===== src/rtl/uart_hid_keyer_pkg.sv =====
// Shared HID constants, state encodings and the ASCII-to-scancode translation
// used by the UART keyboard injector.
package uart_hid_keyer_pkg;

  localparam logic [7:0] MOD_NONE   = 8'h00;
  localparam logic [7:0] MOD_LSHIFT = 8'h02;

  localparam logic [7:0] KEY_NONE      = 8'h00;
  localparam logic [7:0] KEY_A         = 8'h04;
  localparam logic [7:0] KEY_1         = 8'h1E;
  localparam logic [7:0] KEY_0         = 8'h27;
  localparam logic [7:0] KEY_ENTER     = 8'h28;
  localparam logic [7:0] KEY_BACKSPACE = 8'h2A;
  localparam logic [7:0] KEY_TAB       = 8'h2B;
  localparam logic [7:0] KEY_SPACE     = 8'h2C;
  localparam logic [7:0] KEY_MINUS     = 8'h2D;

  typedef enum logic [1:0] {
    USB_NONE    = 2'd0,
    USB_KBD     = 2'd1,
    USB_MOUSE   = 2'd2,
    USB_GAMEPAD = 2'd3
  } usb_type_e;

  typedef enum logic [1:0] {
    RX_IDLE,
    RX_START,
    RX_DATA,
    RX_STOP
  } rx_state_e;

  typedef enum logic [2:0] {
    ST_IDLE,
    ST_PRESS,
    ST_HOLD,
    ST_RELEASE,
    ST_GAP
  } rpt_state_e;

  typedef struct packed {
    logic       valid;
    logic [7:0] mod;
    logic [7:0] code;
  } hid_key_t;

  // Inverse of the scancode-to-ASCII helper; valid=0 marks an unmapped byte.
  function automatic hid_key_t ascii_to_hid(input logic [7:0] c);
    hid_key_t k;
    k = '0;
    if (c >= 8'h61 && c <= 8'h7A) begin
      k.valid = 1'b1;
      k.code  = KEY_A + (c - 8'h61);
    end else if (c >= 8'h41 && c <= 8'h5A) begin
      k.valid = 1'b1;
      k.code  = KEY_A + (c - 8'h41);
      k.mod   = MOD_LSHIFT;
    end else if (c >= 8'h31 && c <= 8'h39) begin
      k.valid = 1'b1;
      k.code  = KEY_1 + (c - 8'h31);
    end else begin
      k.valid = 1'b1;
      case (c)
        8'h30:        k.code = KEY_0;
        8'h0A, 8'h0D: k.code = KEY_ENTER;
        8'h08:        k.code = KEY_BACKSPACE;
        8'h09:        k.code = KEY_TAB;
        8'h20:        k.code = KEY_SPACE;
        8'h2D:        k.code = KEY_MINUS;
        8'h21: begin
          k.code = KEY_1;
          k.mod  = MOD_LSHIFT;
        end
        default:      k.valid = 1'b0;
      endcase
    end
    return k;
  endfunction

endpackage


===== src/rtl/uart_hid_keyer_rx_byte.sv =====
// 8N1 UART byte receiver: input synchronizer, mid-bit sampling and stop-bit check.
module uart_rx_byte
  import uart_hid_keyer_pkg::*;
#(
  parameter int unsigned DIV = 104
) (
  input  logic       clk,
  input  logic       resetn,
  input  logic       rx,
  output logic [7:0] data,
  output logic       valid,
  output logic       frame_err
);

  localparam int unsigned HALF = DIV / 2;
  localparam int unsigned CW   = (DIV > 2) ? $clog2(DIV) : 1;

  rx_state_e     state;
  logic          rx_s1, rx_s2, rx_prev;
  logic [CW-1:0] cnt;
  logic [2:0]    bit_idx;
  logic [7:0]    shreg;

  always_ff @(posedge clk or negedge resetn) begin
    if (!resetn) begin
      rx_s1     <= 1'b1;
      rx_s2     <= 1'b1;
      rx_prev   <= 1'b1;
      state     <= RX_IDLE;
      cnt       <= '0;
      bit_idx   <= '0;
      shreg     <= '0;
      data      <= '0;
      valid     <= 1'b0;
      frame_err <= 1'b0;
    end else begin
      rx_s1     <= rx;
      rx_s2     <= rx_s1;
      rx_prev   <= rx_s2;
      valid     <= 1'b0;
      frame_err <= 1'b0;
      case (state)
        RX_IDLE: begin
          if (rx_prev && !rx_s2) begin
            state <= RX_START;
            cnt   <= '0;
          end
        end
        // A start bit that is high again at mid-bit was a glitch.
        RX_START: begin
          if (cnt == CW'(HALF - 1)) begin
            cnt     <= '0;
            bit_idx <= '0;
            state   <= rx_s2 ? RX_IDLE : RX_DATA;
          end else begin
            cnt <= cnt + CW'(1);
          end
        end
        RX_DATA: begin
          if (cnt == CW'(DIV - 1)) begin
            cnt   <= '0;
            shreg <= {rx_s2, shreg[7:1]};
            if (bit_idx == 3'd7) state <= RX_STOP;
            bit_idx <= bit_idx + 3'd1;
          end else begin
            cnt <= cnt + CW'(1);
          end
        end
        RX_STOP: begin
          if (cnt == CW'(DIV - 1)) begin
            cnt   <= '0;
            state <= RX_IDLE;
            if (rx_s2) begin
              valid <= 1'b1;
              data  <= shreg;
            end else begin
              frame_err <= 1'b1;
            end
          end else begin
            cnt <= cnt + CW'(1);
          end
        end
        default: state <= RX_IDLE;
      endcase
    end
  end

endmodule


===== src/rtl/uart_hid_keyer.sv =====
// UART-to-HID keyboard injector: buffers received bytes and emits a press
// report followed by a release report for every mapped character.
module uart_hid_keyer
  import uart_hid_keyer_pkg::*;
#(
  parameter int unsigned CLK_FREQ    = 12000000,
  parameter int unsigned BAUD        = 115200,
  parameter int unsigned HOLD_CYCLES = 120000,
  parameter int unsigned FIFO_DEPTH  = 4
) (
  input  logic       clk,
  input  logic       resetn,
  input  logic       uart_rx,
  output logic [1:0] usb_type,
  output logic       usb_report,
  output logic [7:0] key_modifiers,
  output logic [7:0] key1,
  output logic [7:0] key2,
  output logic [7:0] key3,
  output logic [7:0] key4,
  output logic       busy,
  output logic       rx_error
);

  localparam int unsigned DIV = CLK_FREQ / BAUD;
  localparam int unsigned AW  = (FIFO_DEPTH > 2) ? $clog2(FIFO_DEPTH) : 1;
  localparam int unsigned TW  = $clog2(HOLD_CYCLES + 1);

  logic [7:0] rx_data;
  logic       rx_valid, rx_frame_err;

  uart_rx_byte #(.DIV(DIV)) u_rx (
    .clk       (clk),
    .resetn    (resetn),
    .rx        (uart_rx),
    .data      (rx_data),
    .valid     (rx_valid),
    .frame_err (rx_frame_err)
  );

  logic [7:0]    mem [FIFO_DEPTH];
  logic [AW-1:0] rd_ptr, wr_ptr;
  logic [AW:0]   count, count_nxt;
  logic          empty, full, push, pop, fsm_active_nxt, tmr_done;
  hid_key_t      head_key;
  rpt_state_e    state;
  logic [TW-1:0] timer;
  logic [7:0]    lat_code, lat_mod;

  assign empty     = (count == '0);
  assign full      = (count == (AW+1)'(FIFO_DEPTH));
  assign pop       = (state == ST_IDLE) && !empty;
  // A pop in the same cycle frees the slot, so a full FIFO still accepts.
  assign push      = rx_valid && (!full || pop);
  assign count_nxt = count + (AW+1)'(push) - (AW+1)'(pop);
  assign head_key  = ascii_to_hid(mem[rd_ptr]);
  assign tmr_done  = (timer == TW'(HOLD_CYCLES - 1));
  assign fsm_active_nxt = (state == ST_IDLE) ? (pop && head_key.valid)
                                             : !(state == ST_GAP && tmr_done);

  assign key2 = 8'h00;
  assign key3 = 8'h00;
  assign key4 = 8'h00;

  always_ff @(posedge clk) begin
    if (push) mem[wr_ptr] <= rx_data;
  end

  always_ff @(posedge clk or negedge resetn) begin
    if (!resetn) begin
      rd_ptr        <= '0;
      wr_ptr        <= '0;
      count         <= '0;
      state         <= ST_IDLE;
      timer         <= '0;
      lat_code      <= '0;
      lat_mod       <= '0;
      usb_type      <= USB_NONE;
      usb_report    <= 1'b0;
      key_modifiers <= '0;
      key1          <= '0;
      busy          <= 1'b0;
      rx_error      <= 1'b0;
    end else begin
      rx_error   <= rx_frame_err | (rx_valid & ~push);
      count      <= count_nxt;
      busy       <= (count_nxt != '0) || fsm_active_nxt;
      usb_report <= 1'b0;
      if (push) wr_ptr <= wr_ptr + AW'(1);
      if (pop)  rd_ptr <= rd_ptr + AW'(1);
      case (state)
        // Unmapped heads are popped silently without leaving IDLE.
        ST_IDLE: begin
          if (pop && head_key.valid) begin
            lat_code <= head_key.code;
            lat_mod  <= head_key.mod;
            state    <= ST_PRESS;
          end
        end
        ST_PRESS: begin
          usb_report    <= 1'b1;
          key1          <= lat_code;
          key_modifiers <= lat_mod;
          usb_type      <= USB_KBD;
          timer         <= '0;
          state         <= ST_HOLD;
        end
        ST_HOLD: begin
          if (tmr_done) state <= ST_RELEASE;
          else          timer <= timer + TW'(1);
        end
        ST_RELEASE: begin
          usb_report    <= 1'b1;
          key1          <= KEY_NONE;
          key_modifiers <= MOD_NONE;
          timer         <= '0;
          state         <= ST_GAP;
        end
        ST_GAP: begin
          if (tmr_done) state <= ST_IDLE;
          else          timer <= timer + TW'(1);
        end
        default: state <= ST_IDLE;
      endcase
    end
  end

endmodule


===== config.mk =====
export PLATFORM = sky130hd
export DESIGN_NAME = uart_hid_keyer
export DESIGN_NICKNAME = d
export VERILOG_FILES = /design/src/rtl/uart_hid_keyer_pkg.sv /design/src/rtl/uart_hid_keyer_rx_byte.sv /design/src/rtl/uart_hid_keyer.sv
export SDC_FILE = /design/constraint.sdc
export NUM_CORES = 1
export LEC_CHECK = 0
export BUFFER_PORTS_ARGS = -buffer_cell sky130_fd_sc_hd__buf_2
export CAP_MARGIN = 10
export CORE_MARGIN = 2
export CORE_UTILIZATION = 45
export CTS_BUF_LIST = sky130_fd_sc_hd__clkbuf_4 sky130_fd_sc_hd__clkbuf_8 sky130_fd_sc_hd__clkbuf_16
export CTS_CLUSTER_DIAMETER = 40
export CTS_CLUSTER_SIZE = 40
export DETAILED_ROUTE_END_ITERATION = 10
export PLACE_DENSITY_LB_ADDON = 0.12
export RECOVER_POWER = 50
export SLEW_MARGIN = 20
export SYNTH_ARGS = -nofsm -noshare
export SYNTH_HDL_FRONTEND = slang
export SYNTH_SLANG_ARGS = --single-unit

===== constraint.sdc =====
create_clock -name clk -period 6.7 [get_ports clk]
set_clock_uncertainty 0.1 [all_clocks]
set_input_delay 1.34 -clock clk [delete_from_list [all_inputs] [get_ports clk]]
set_output_delay 1.34 -clock clk [all_outputs]
set_load 0.1 [all_outputs]

==> impl_metrics.ini <==
[status]
status = finished, violations left
violations = max-capacitance violations, max-slew violations

[timing]
final-hold-violation-count = 0
fmax_mhz = 280
fin_crit_ns = 3.57
finalCritPeriodShare = 0.533
relSlewSlack = -0.0166
grt_setup_unrepaired = no
finalMaxSlewViolations = 29
tightest_slew_ns = 1.52
tns_ns = 0
setup_violations = 0

[clock_network]
cts_buffer_depth = 2
ctsHtreeMaxLevel = 4
clk_latency_ns = 0.41
clkTransAtPathRegs_ns = 0.05
cts_resized = 0
hold_buffers = 0
root_buffer = clkbuf_16
post_cts.repair.setup_buffers = 0
cts_buffers = 17
cts.sinks = 114
cts_tree = yes

[die]
coreArea_um2 = 12100
start_util = 0.465
die_h_um = 116
die_x_um = 116
dieArea_um2 = 13400
core.rowCount = 40
io_pins = 48

[pwr]
p_total_uw = 2550
seq_power_share = 0.351
leakagePower_uw = 0.00270
p_sw_uw = 928
pwr-share-clk = 0.358
p_comb_frac = 0.291
power.density_nw_per_um2 = 405
ir_drop_v = 0.000216
p_sw_frac = 0.365
p_int_uw = 1620

[worst_setup_path]
critPathKind = reg2reg
crit_family = multiplexers
cpPeakStageDelay_ns = 0.69
worstPathRequired_ns = 6.88
cpMaxStageDelayCell = dfrtp_1
start_kind = flip-flop
critPathArrivalTime_ns = 3.75
cp-end-kind = flip-flop
crit_chain = mux4_2 -> ha_1 -> or4b_4 -> o21ai_2 -> or3_1 -> a41oi_4 -> mux2_1
worstPathMaxFanout = 11
path_buf_inv = 0

[drt]
wl_met2_um = 4680
firstDrtPassIters = 4
routed_wl_um = 9760
wire_per_inst_um = 13.9
dr.first_iter.drc_count = 291
wl_met3_um = 316
detail-route-antenna-nets = 0
avgViaCountPerCell = 5.06
drc = 0
top_layer_used = met4
vias = 3548
met1_length_um = 4610

[global_route]
grt_pass1_wl_um = 16700
antenna_found_initial = 0
gr-usage-all-layers = 0.163
grt_max_degree = 56
grt_pass1_vias = 3491
grt_overflow = 0

[final_layout]
nets = 539
final_common_cell = dfrtp_1
final_area_um2 = 6290
multi_input_area_um2 = 2280
layout.cells.non_filler = 701
drive_gt1_frac = 0.144
area_growth_pct = 11.8
layout_common_cells = dfrtp_1 (79), nand2_1 (73), nor2_1 (36), conb_1 (32), edfxtp_1 (32)
n_fill_cell = 1104
seqCellArea_um2 = 3020
n_antenna_cell = 0

[synthesis]
synth.area.mux_share = 0.0705
synth_edf_count = 32
synth_area_leader_cell = dfrtp_1
synth-async-reset-ratio = 0.719
synth_compound_area_frac = 0.0918
synth_top_area_frac = 0.351
synthAdderAreaFrac = 0.0369
synth_xor_area_frac = 0.0373
synth-seq-cells = 114
synth-simple-area-share = 0.148
yosys.cell_types.count = 61
ys.flop_type = dfrtp_1
syn_inst = 506
syn-cell-area_um2 = 5630
synth_top_family_by_area = simple AND/OR/NAND/NOR gates
yosys_warnings = 0
avgSynthCellArea_um2 = 11.1
ys_seq_area_frac = 0.536
yosys-top-cells-area = dfrtp_1 (35%), edfxtp_1 (17%), nand2_1 (4.9%)

[place]
dp.cells = 669
dpl.hpwl_um = 6580
numPortBuffers = 15
gp_congestion = 0.808
place_area_um2 = 5690

[worst_hold_path]
hp-class = reg2reg

[job]
maxCapViolCount = 1
==> metal layers <==
metal  global-route usage  vias to the layer above
li1                     -                     1745
met1                0.217                     1728
met2                0.249                       59
met3               0.0476                       16
met4               0.0754                        0
met5                    0                        -
==> power groups by stage <==
stage	sequential (µW)	clock [µW]	combinational, µW
3_3_place_gp	902	0	726
3_5_place_dp	906	0	734
5_1_grt	910	967	817
6_report	893	911	742
4_1_cts	895	931	738
2_1_floorplan	916	0	615
==> final cells by class <==
| cell class | instances | share of cell area |
|---|---|---|
| clock buffers | 17 | 0.0676 |
| clock inverters | 15 | 0.0284 |
| inverters | 25 | 0.0149 |
| flip-flops and latches | 114 | 0.480 |
| well taps | 168 | 0.0334 |
| multi-input cells | 346 | 0.363 |
| repair buffers | 16 | 0.0129 |
==> final timing paths <==
check	slack, ns	cells past startpoint	end	from
setup / recovery	3.13	7	lat_code[0]	rd_ptr[0]
hold / removal	0.27	0	u_rx.rx_s2	u_rx.rx_s1
setup reg to reg	3.13	7	lat_code[0]	rd_ptr[0]
hold reg to reg	0.27	0	u_rx.rx_s2	u_rx.rx_s1
max in group asynchronous	3.86	2	u_rx.shreg[6]	resetn
min in group asynchronous	1.20	1	key1[4]	resetn
==> stage by stage <==
step / setup WS [ns] / util / hold WS, ns
final: 3.13 / 0.519 / 0.269
after global routing: 2.79 / 0.519 / 0.273
after CTS: 3.10 / 0.520 / 0.264
after detailed placement: 3.11 / 0.470 / 0.254
after global placement: 3.18 / 0.470 / 0.247
after floorplan: 3.61 / - / 0.245
==> cells in the mapped netlist, types with 3 or more instances <==
cell and instances:
inv_1 24, nand2_1 73, a21o_1 3, clkbuf_1 12, nand4_1 8, xnor2_1 11, xor2_1 13, mux2i_1 4
buf_4 32, edfxtp_1 32, dfrtp_1 79, o31ai_1 5, or2_2 3, and2_1 4, mux2_4 5, dfstp_2 3
nand3_1 14, mux2_2 8, nor4bb_1 3, nor3_1 5, and3_1 7, nor2_1 36, buf_2 4, o211ai_1 3
o21ai_0 26, mux4_2 8, o21a_1 4, a31oi_1 3, ha_1 15, o22ai_1 3, nor2b_1 4, buf_6 4
a21oi_1 9
==> worst register-to-register path: cells and delay by family (launching register included) <==
| kind | cells | cell delay [ns] |
|---|---|---|
| mux | 2 | 1.04 |
| simple gates | 2 | 0.87 |
| flops | 1 | 0.69 |
| compound gates | 2 | 0.44 |
| fa+ha+maj | 1 | 0.29 |
==> flip-flops by register name (all words and copies together), names as in the netlist, 2 cells and up, named ones only <==
signal	flops
u_rx.cnt	7
state	3
u_rx.bit_idx	3
rd_ptr	2
timer	17
u_rx.data	8
mem	32
lat_code	8
count	3
u_rx.shreg	8
key1	8
wr_ptr	2
==> cell families (layout without fill, tap and decap cells) <==
| group | after synthesis | count (layout) |
|---|---|---|
| compound gates | 76 | 76 |
| xor+xnor | 24 | 24 |
| fa+ha+maj | 16 | 16 |
| buf+inv | 77 | 73 |
| flops | 114 | 114 |
| mux | 26 | 26 |
| other cells | 1 | 32 |
| simple gates | 172 | 172 |
(Power assumes the default switching activity.)
